===== src/rtl/util_pkg.sv =====
// util_pkg: shared UART types, constants and the baud divider helper.
package util_pkg;

    localparam int UART_OVS_DEFAULT = 16;

    typedef enum logic [2:0] {
        ST_IDLE,
        ST_START,
        ST_DATA,
        ST_PARITY,
        ST_STOP
    } uart_rx_state_e;

    // Rounded clocks-per-oversample-tick: round(clk_hz / (baud * ovs)).
    function automatic int uart_div_f(input int clk_hz, input int baud, input int ovs);
        return (clk_hz + (baud * ovs) / 2) / (baud * ovs);
    endfunction

endpackage


===== src/rtl/uart_baud_gen.sv =====
// uart_baud_gen: divide-by-DIV strobe generator with synchronous restart.
//   clk, rst_n  : clock, asynchronous active-low reset
//   i_restart   : realign the divider; no tick in the restart cycle
//   o_tick      : one-cycle strobe every DIV clocks
module uart_baud_gen #(
    parameter int DIV = 4
) (
    input  logic clk,
    input  logic rst_n,
    input  logic i_restart,
    output logic o_tick
);
    localparam int CW = DIV > 1 ? $clog2(DIV) : 1;
    localparam logic [CW-1:0] LAST = CW'(DIV - 1);

    logic [CW-1:0] r_cnt;

    always_ff @(posedge clk or negedge rst_n) begin
        if (!rst_n) r_cnt <= '0;
        else        r_cnt <= (i_restart || r_cnt == LAST) ? '0 : r_cnt + 1'b1;
    end

    assign o_tick = !i_restart && r_cnt == LAST;

endmodule


===== src/rtl/uart_rx.sv =====
// uart_rx: 16x-oversampled 8N1 UART receiver (8E1 when UART_RX_PARITY_EN is defined).
//   clk, rst_n   : clock, asynchronous active-low reset
//   rxd          : serial input, idle high, asynchronous
//   data_o       : received word, LSB first on the line
//   valid_o      : data_o holds an unconsumed word
//   ready_i      : consumer accepts on valid_o && ready_i
//   frame_err_o  : pulse, stop bit sampled low
//   parity_err_o : pulse, even parity mismatch (constant 0 without UART_RX_PARITY_EN)
//   overrun_o    : pulse, good word dropped because previous one was unconsumed
module uart_rx
    import util_pkg::*;
#(
    parameter int CLK_HZ = 50_000_000,
    parameter int BAUD   = 115200,
    parameter int OVS    = UART_OVS_DEFAULT,
    parameter int DATA_W = 8
) (
    input  logic              clk,
    input  logic              rst_n,
    input  logic              rxd,
    output logic [DATA_W-1:0] data_o,
    output logic              valid_o,
    input  logic              ready_i,
    output logic              frame_err_o,
    output logic              parity_err_o,
    output logic              overrun_o
);
    localparam int DIV = uart_div_f(CLK_HZ, BAUD, OVS);
    localparam int TW  = $clog2(OVS);
    localparam int BW  = $clog2(DATA_W);
    localparam logic [TW-1:0] T_LAST = TW'(OVS - 1);
    localparam logic [TW-1:0] T_S0   = TW'(OVS / 2 - 1);
    localparam logic [TW-1:0] T_S1   = TW'(OVS / 2);
    localparam logic [TW-1:0] T_S2   = TW'(OVS / 2 + 1);
    localparam logic [BW-1:0] B_LAST = BW'(DATA_W - 1);

    if (DIV < 1 || OVS < 8 || OVS % 2 != 0 || DATA_W < 5 || DATA_W > 9) begin : g_bad_cfg
        $error("uart_rx: unsupported CLK_HZ/BAUD/OVS/DATA_W combination");
    end

    uart_rx_state_e    r_state;
    logic              r_sync1, r_sync2, r_prev;
    logic [TW-1:0]     r_tcnt;
    logic [BW-1:0]     r_bit;
    logic              r_s0, r_s1;
    logic [DATA_W-1:0] r_shift;
    logic [DATA_W-1:0] r_data;
    logic              r_valid, r_ferr, r_ovr;
    logic              w_fall, w_restart, w_tick, w_decide, w_maj, w_par_bad, w_good;

    assign w_fall    = r_prev & ~r_sync2;
    assign w_restart = (r_state == ST_IDLE) && w_fall;
    assign w_decide  = w_tick && r_tcnt == T_S2;
    assign w_maj     = (r_s0 & r_s1) | (r_s0 & r_sync2) | (r_s1 & r_sync2);
    assign w_good    = w_maj & ~w_par_bad;

    uart_baud_gen #(.DIV(DIV)) u_baud (
        .clk       (clk),
        .rst_n     (rst_n),
        .i_restart (w_restart),
        .o_tick    (w_tick)
    );

`ifdef UART_RX_PARITY_EN
    logic r_par_bad, r_perr;
    assign w_par_bad    = r_par_bad;
    assign parity_err_o = r_perr;

    always_ff @(posedge clk or negedge rst_n) begin
        if (!rst_n) begin
            r_par_bad <= 1'b0;
            r_perr    <= 1'b0;
        end else begin
            r_perr <= w_decide && r_state == ST_STOP && r_par_bad;
            if (w_decide && r_state == ST_PARITY) r_par_bad <= w_maj ^ (^r_shift);
        end
    end
`else
    assign w_par_bad    = 1'b0;
    assign parity_err_o = 1'b0;
`endif

    always_ff @(posedge clk or negedge rst_n) begin
        if (!rst_n) begin
            r_state <= ST_IDLE;
            r_sync1 <= 1'b1;
            r_sync2 <= 1'b1;
            r_prev  <= 1'b1;
            r_tcnt  <= '0;
            r_bit   <= '0;
            r_s0    <= 1'b1;
            r_s1    <= 1'b1;
            r_shift <= '0;
            r_data  <= '0;
            r_valid <= 1'b0;
            r_ferr  <= 1'b0;
            r_ovr   <= 1'b0;
        end else begin
            r_sync1 <= rxd;
            r_sync2 <= r_sync1;
            r_prev  <= r_sync2;
            r_valid <= r_valid & ~ready_i;
            r_ferr  <= 1'b0;
            r_ovr   <= 1'b0;
            if (r_state == ST_IDLE) begin
                if (w_fall) begin
                    r_state <= ST_START;
                    r_tcnt  <= '0;
                end
            end else if (w_tick) begin
                // Bit cells keep running on r_tcnt; states only advance at the mid-bit decision.
                r_tcnt <= (r_tcnt == T_LAST) ? '0 : r_tcnt + 1'b1;
                if (r_tcnt == T_S0) r_s0 <= r_sync2;
                if (r_tcnt == T_S1) r_s1 <= r_sync2;
                if (r_tcnt == T_S2) begin
                    case (r_state)
                        ST_START: begin
                            r_state <= w_maj ? ST_IDLE : ST_DATA;
                            r_bit   <= '0;
                        end
                        ST_DATA: begin
                            r_shift <= {w_maj, r_shift[DATA_W-1:1]};
                            r_bit   <= r_bit + 1'b1;
`ifdef UART_RX_PARITY_EN
                            if (r_bit == B_LAST) r_state <= ST_PARITY;
`else
                            if (r_bit == B_LAST) r_state <= ST_STOP;
`endif
                        end
`ifdef UART_RX_PARITY_EN
                        ST_PARITY: r_state <= ST_STOP;
`endif
                        ST_STOP: begin
                            // Leave at mid-stop so a slightly fast transmitter is still caught.
                            r_state <= ST_IDLE;
                            r_ferr  <= ~w_maj;
                            if (w_good && (!r_valid || ready_i)) begin
                                r_data  <= r_shift;
                                r_valid <= 1'b1;
                            end else if (w_good) begin
                                r_ovr <= 1'b1;
                            end
                        end
                        default: r_state <= ST_IDLE;
                    endcase
                end
            end
        end
    end

    assign data_o      = r_data;
    assign valid_o     = r_valid;
    assign frame_err_o = r_ferr;
    assign overrun_o   = r_ovr;

endmodule


===== config.mk =====
export PLATFORM = sky130hd
export DESIGN_NAME = uart_rx
export DESIGN_NICKNAME = d
export VERILOG_FILES = /design/src/rtl/util_pkg.sv /design/src/rtl/uart_baud_gen.sv /design/src/rtl/uart_rx.sv
export SDC_FILE = /design/constraint.sdc
export NUM_CORES = 1
export LEC_CHECK = 0
export CORE_UTILIZATION = 35
export DETAILED_ROUTE_END_ITERATION = 6
export SLEW_MARGIN = 10
export SYNTH_ARGS = -nofsm -noshare
export SYNTH_HDL_FRONTEND = slang
export SYNTH_HIERARCHICAL = 1
export SYNTH_SLANG_ARGS = --single-unit
export TNS_END_PERCENT = 1

===== constraint.sdc =====
create_clock -name clk -period 2.5 [get_ports clk]
set_input_delay 0.5 -clock clk [delete_from_list [all_inputs] [get_ports clk]]
set_output_delay 0.5 -clock clk [all_outputs]
set_load 0.02 [all_outputs]

==> results of run 1 <==
## logic make-up (layout without fill, tap and decap cells)
| logic type | count (synthesis) | in the layout | synth area share [%] |
|---|---|---|---|
| adder cells (fa/ha/maj) | 8 | 8 | 5.35 |
| other | 1 | 1 | 0.206 |
| flip-flops | 39 | 39 | 53.9 |
| multiplexers | 18 | 18 | 11.1 |
| AO/OA/AOI/OAI | 20 | 20 | 8.03 |
| XOR/XNOR | 2 | 2 | 0.961 |
| buffers and inverters | 10 | 31 | 3.02 |
| AND/OR/NAND/NOR | 43 | 43 | 17.4 |
## power breakdown
| part | switching (mW) | internal (mW) | total (mW) |
|---|---|---|---|
| Sequential | 0.0494 | 0.677 | 0.727 |
| Combinational | 0.0947 | 0.0780 | 0.173 |
| Clock | 0.228 | 0.297 | 0.525 |
| Total | 0.372 | 1.05 | 1.42 |
## per-stage QoR
step	setup slack [ns]	cell area, sq um
6_report	0.195	2170
5_1_grt	0.0490	2170
3_5_place_dp	0.0177	2030
4_1_cts	0.000457	2140
3_3_place_gp	0.152	2030
2_1_floorplan	0.314	1820
## per-layer routing
layer	wire length, um	track usage (%)	up-vias
li1	-	-	554
met1	1480	17.6	577
met2	1480	19.0	22
met3	116	2.85	7
met4	59	6.41	0
met5	0	0	-
## placed cells by master (no fill, tap or decap), types with 2 or more instances in the layout
cell type	Yosys	final
ha_1	7	7
mux2_2	18	18
nor4_2	2	2
inv_1	4	4
dfstp_2	5	5
clkdlybuf4s50_1	0	13
and4_2	2	2
a21oi_1	3	3
nand3_1	8	8
buf_4	2	4
o31ai_1	5	5
clkbuf_8	0	5
nor3_1	3	3
nor2_1	4	4
dfrtp_1	34	34
o311ai_0	3	3
o21bai_1	2	2
nand2b_1	4	4
nand2_1	8	8
## layout make-up
class,instances,area [sq um]
clock buffers,5,68.8
clock inverters,3,43.8
fillers,478,2710
inverters,4,15.0
multi-input cells,92,788
flip-flops and latches,39,982
well taps,67,83.8
repair buffers,19,185
## flip-flops by register name (all words and copies together), names as in the netlist
name          count
data_o            8
r_shift           8
u_baud/r_cnt      5
r_tcnt            4
r_bit             3
r_state           3
frame_err_o       1
overrun_o         1
r_prev            1
r_s0              1
r_s1              1
r_sync1           1
r_sync2           1
valid_o           1
## timing repair
action,4_1_cts,5_1_grt
buffers inserted,0,1
setup endpoints to repair,0,8
endpoints found under the hold margin,0,0
resized for setup,0,1
## worst min path at each step
stage                             to  slack, ns  cells after the start
2_1_floorplan  data_o[0]$_DFFE_PN0P_       0.20                      0
3_3_place_gp       r_sync2$_DFF_PN1_       0.35                      0
3_5_place_dp       r_sync2$_DFF_PN1_       0.35                      0
4_1_cts         r_bit[0]$_DFFE_PN0P_       0.34                      1
5_1_grt            r_sync2$_DFF_PN1_       0.36                      0
6_report           valid_o$_DFF_PN0_       0.30                      1
==> run_results.csv, run 1 <==
group,metric,value,unit
critical_path,rrSetupSlack,0.19,ns
critical_path,path_delay_family,"simple AND/OR/NAND/NOR gates",
global_routing,grt_max_degree,40,
global_routing,first_global_vias,1112,
critical_path,endpoint_kind,"flop",
cts,cts_inserted_buffers,5,
cts,cts_root_buf,"clkbuf_8",
critical_path,worst-path-buf-inv,2,
sta,finalSetupViolations,0,
sta,period_needed,2.31,ns
layout,syn2layout_area_growth,18.9,%
die,start_util,37.4,%
global_routing,grt_pass1_wl,5.24,mm
synthesis,yosysTopAreaCell,"dfrtp_1",
run_status,status,"completed",
sta,fmax,0.434,GHz
die,die_w,74.2,um
synthesis,postSynthCellCount,141,
synthesis,synth_top_area_share,46.7,%
power_and_ir_drop,totalPowerFinal,1.42,mW
placement,portBuffers,14,
synthesis,synthTopCellsByArea,"dfrtp_1, mux2_2, dfstp_2",
drt,drc,0,
synthesis,syn-cell-area,1820,sq um
synthesis,ys_warn_count,6,
sta,worst_pin_slew,0.838,ns
flow_run,maxCapViolCount,0,
synthesis,avgSynthCellArea,12.9,sq um
synthesis,async_reset_ff_share,100,%
synthesis,synth_cell_types,42,
critical_path,crit_path_start,"u_baud/r_cnt[0]$_DFF_PN0_",
cts,cts_tree,"done",
die,ios,16,
cts,clock_sink_count,39,
layout,drive_gt1_share,29.0,%
critical_path,critPathKind,"reg2reg",
synthesis,synthTopCellsByCount,"dfrtp_1, mux2_2, nand2_1, nand3_1, ha_1",
die,rows,25,
critical_path,cp-endpoint,"r_shift[1]$_DFFE_PN0P_",
critical_path,cp-start-kind,"flop",
drt,routed_wirelength,3.13,mm
die,design.die.area,5500,sq um
synthesis,synth_flop_cell,"dfrtp_1",
die,coreArea,4880,sq um
cts,cts_hold_buf,0,
sta,tns,0,ns
sta,skew,0.00851,ns
placement,dp_hpwl,2.22,mm
drt,drtIter0Drc,82,
power_and_ir_drop,ir_drop,0.000321,V
critical_path,r2r-start,"u_baud/r_cnt[0]$_DFF_PN0_",
synthesis,synth.most_common_cell,"dfrtp_1",
layout,diodes,0,
sta,holdWs,0.304,ns
critical_path,required,2.68,ns
sta,maxSlewViolCount,0,
drt,wl_per_cell,13.7,um
critical_path,cp.arrival,2.49,ns
sta,fin_crit_sh,92.2,%
power_and_ir_drop,power_density,657,nW/um^2
critical_path,cpMaxStageDelayCell,"dfrtp_1",
layout,fin_cells,229,
placement,place_inst,220,
critical_path,reg2reg_depth,8,
cts,path_clk_slew,0.08,ns
global_routing,antenna_found_initial,0,
drt,via_count,1160,
synthesis,syn_nets,152,
cts,htree_levels,2,
worst_hold_path,hold_class,"in2async",
power_and_ir_drop,p_leak,0.981,nW
synthesis,synth_edf_count,0,
placement,place.gp.congestion,0.816,
drt,vias_per_cell,5.07,
sta,hold_violations,0,
drt,final_antenna_net_count,0,
sta,rsz0062_at_grt,"false",
critical_path,cp_slowest_stage_delay,0.42,ns
critical_path,cp_cell_sequence,"inv_1 -> ha_1 -> and4b_1 -> nor2b_2 -> nand4b_4 -> nor3_4 -> buf_12 -> mux2_2",
sta,max-slew-margin-rel,44.2,%
critical_path,worstPathMaxFanout,8,
layout,nNetsFinal,172,
cts,cts_buffer_depth,2,
drt,dr.pass1.iters,5,
cts,clk_latency,0.29,ns
die,chipHeight,74.2,um
critical_path,rr_endpoint,"r_shift[1]$_DFFE_PN0P_",
global_routing,gr-total-overflow,0,
synthesis,synth_seq_area_share,53.9,%
synthesis,synth-seq-cells,39,
critical_path,worst-path-stages,8,
layout,final_util,44.4,%
global_routing,grt.total_usage,12.8,%
(Power assumes the default switching activity.)
==> run 2: changes to the inputs <==
--- a/config.mk
+++ b/config.mk
@@ -5,8 +5,9 @@
 export SDC_FILE = /design/constraint.sdc
 export NUM_CORES = 1
 export LEC_CHECK = 0
-export CORE_UTILIZATION = 35
+export CORE_UTILIZATION = 56
 export DETAILED_ROUTE_END_ITERATION = 6
+export PLACE_DENSITY = 0.78
 export SLEW_MARGIN = 10
 export SYNTH_ARGS = -nofsm -noshare
 export SYNTH_HDL_FRONTEND = slang
==> run 2 against run 1 <==
Compared with the run above:
- register-to-register slack worse by 0.02 ns
- global-route usage is 9.0 points higher
- final cell count is 10% lower
- clock power is 41% lower
- flip-flop and latch count stayed put
- first-iteration DRC count is 24% lower
==> run_results.csv, run 2 (synthesis gave the netlist of run 1 again) <==
group,metric,value,unit
placement,dp_slack,0.0209,ns
global_routing,antenna_found_initial,0,
drt,dr.pass1.iters,4,
power_and_ir_drop,p_leak,0.943,nW
die,chipHeight,59.1,um
placement,place_area,2000,sq um
sta,maxSlewViolCount,0,
layout,diodes,0,
power_and_ir_drop,totalPowerFinal,1.22,mW
flow_run,maxCapViolCount,0,
global_routing,gr-total-overflow,0,
global_routing,grt_pass1_wl,5.40,mm
run_status,status,"completed",
cts,cts_tree,"done",
sta,tns,0,ns
drt,final_antenna_net_count,0,
layout,layout_common_cells,"dfrtp_1, mux2_2, clkdlybuf4s50_1",
sta,hold_violations,0,
die,ios,16,
die,coreArea,3080,sq um
critical_path,worstPathMaxFanout,8,
layout,final_cell_area,2070,sq um
critical_path,cp.arrival,2.55,ns
drt,wl_per_cell,15.8,um
cts,clk_latency,0.35,ns
sta,skew,0.0123,ns
die,die_w,59.1,um
cts,htree_levels,2,
sta,worst_pin_slew,0.832,ns
global_routing,grt.total_usage,21.8,%
placement,dp_hpwl,2.27,mm
drt,vias_per_cell,5.65,
cts,cts_hold_buf,0,
placement,place.gp.congestion,0.837,
critical_path,cp-start-kind,"flop",
cts,cts_inserted_buffers,5,
sta,period_needed,2.33,ns
power_and_ir_drop,power_density,587,nW/um^2
critical_path,endpoint_kind,"flop",
layout,drive_gt1_share,29.2,%
power_and_ir_drop,ir_drop,0.000358,V
sta,max-slew-margin-rel,44.5,%
die,design.die.area,3490,sq um
die,rows,20,
sta,setup_ws,0.174,ns
global_routing,grt_max_degree,40,
cts,cts_buffer_depth,2,
layout,syn2layout_area_growth,13.7,%
cts,cts_root_buf,"clkbuf_4",
drt,via_count,1159,
cts,path_clk_slew,0.12,ns
drt,drc,0,
global_routing,first_global_vias,1149,
worst_hold_path,hold_class,"in2async",
placement,portBuffers,14,
cts,clock_sink_count,39,
drt,drtIter0Drc,62,
critical_path,required,2.73,ns
die,start_util,59.2,%
drt,routed_wirelength,3.23,mm
layout,nNetsFinal,171,
layout,layout.cells.most_common,"dfrtp_1",
sta,fmax,0.430,GHz
sta,fin_crit_sh,93.0,%
critical_path,critPathKind,"reg2reg",
sta,rsz0062_at_grt,"false",
sta,finalSetupViolations,0,
==> run 2: cell types whose count changed in the layout (fill, tap and decap cells not counted), sizes merged <==
cell,change
bufinv,-1
clkbuf,+1
clkinv,-1
clkinvlp,+1
buf,-1
==> run 2: final timing paths <==
| kind | start | to | slack [ns] | cells past startpoint |
|---|---|---|---|---|
| worst min register to register | r_sync1$_DFF_PN1_ | r_sync2$_DFF_PN1_ | 0.37 | 0 |
| worst max register to register | u_baud/r_cnt[0]$_DFF_PN0_ | r_shift[5]$_DFFE_PN0P_ | 0.17 | 7 |
| worst min-delay path | rst_n | r_bit[0]$_DFFE_PN0P_ | 0.24 | 1 |
| max in group asynchronous | rst_n | r_tcnt[1]$_DFFE_PN0P_ | 1.73 | 1 |
| worst max-delay path | u_baud/r_cnt[0]$_DFF_PN0_ | r_shift[5]$_DFFE_PN0P_ | 0.17 | 7 |
| min in group clk | r_sync1$_DFF_PN1_ | r_sync2$_DFF_PN1_ | 0.37 | 0 |
==> run 2: report_power, final <==
group	internal, mW	switching, mW	leakage [nW]	total, mW
clock network	0.109	0.202	0.0282	0.311
logic	0.0803	0.0966	0.399	0.177
registers	0.677	0.0507	0.515	0.728
total	0.866	0.349	0.943	1.22
==> run 2: final cells by class <==
type,instances,area [sq um]
Inverter,4,15.0
Tap cell,44,55.1
Sequential cell,39,982
Clock buffer,6,41.3
Timing Repair Buffer,18,165
Clock inverter,2,12.5
Fill cell,234,1010
Multi-Input combinational cell,92,801
==> run 2: through the flow <==
stage	util, %	hold WS (ns)	cells
after floorplan	-	0.204	141
after global placement	65.1	0.348	197
after detailed placement	65.1	0.351	197
after CTS	66.8	0.257	205
after global routing	67.3	0.287	205
final	67.3	0.245	205
==> run 2: repair_timing <==
item | in CTS | in global routing
setup buffers | 0 | 0
setup endpoints to repair | 0 | 17
endpoints found under the hold margin | 0 | 0
resized for setup | 0 | 4
==> run 2: metal layers <==
layer	track usage (%)	vias up	wire length [um]	share of wire (%)
met2	35.1	19	1610	50
met3	6.55	4	95	2.9
li1	-	553	-	-
met5	0	-	0	0
met1	28.3	583	1500	46
met4	7.14	0	27	0.84
==> run 2: worst max-delay path: stages (launching register included) <==
cell and delay (ns):
dfrtp_1 0.43, inv_1 0.07, ha_1 0.15, and4b_2 0.32, nor2b_4 0.22, nand4b_4 0.19, nor3_4 0.44, mux2_2 0.39
==> run 3: changes to the inputs <==
--- a/config.mk
+++ b/config.mk
@@ -5,6 +5,7 @@
 export SDC_FILE = /design/constraint.sdc
 export NUM_CORES = 1
 export LEC_CHECK = 0
+export ABC_AREA = 0
 export CORE_UTILIZATION = 56
 export DETAILED_ROUTE_END_ITERATION = 6
 export PLACE_DENSITY = 0.78
==> results of run 3 <==
No change in the layout: final DEF, timing and power equal those of run 2.
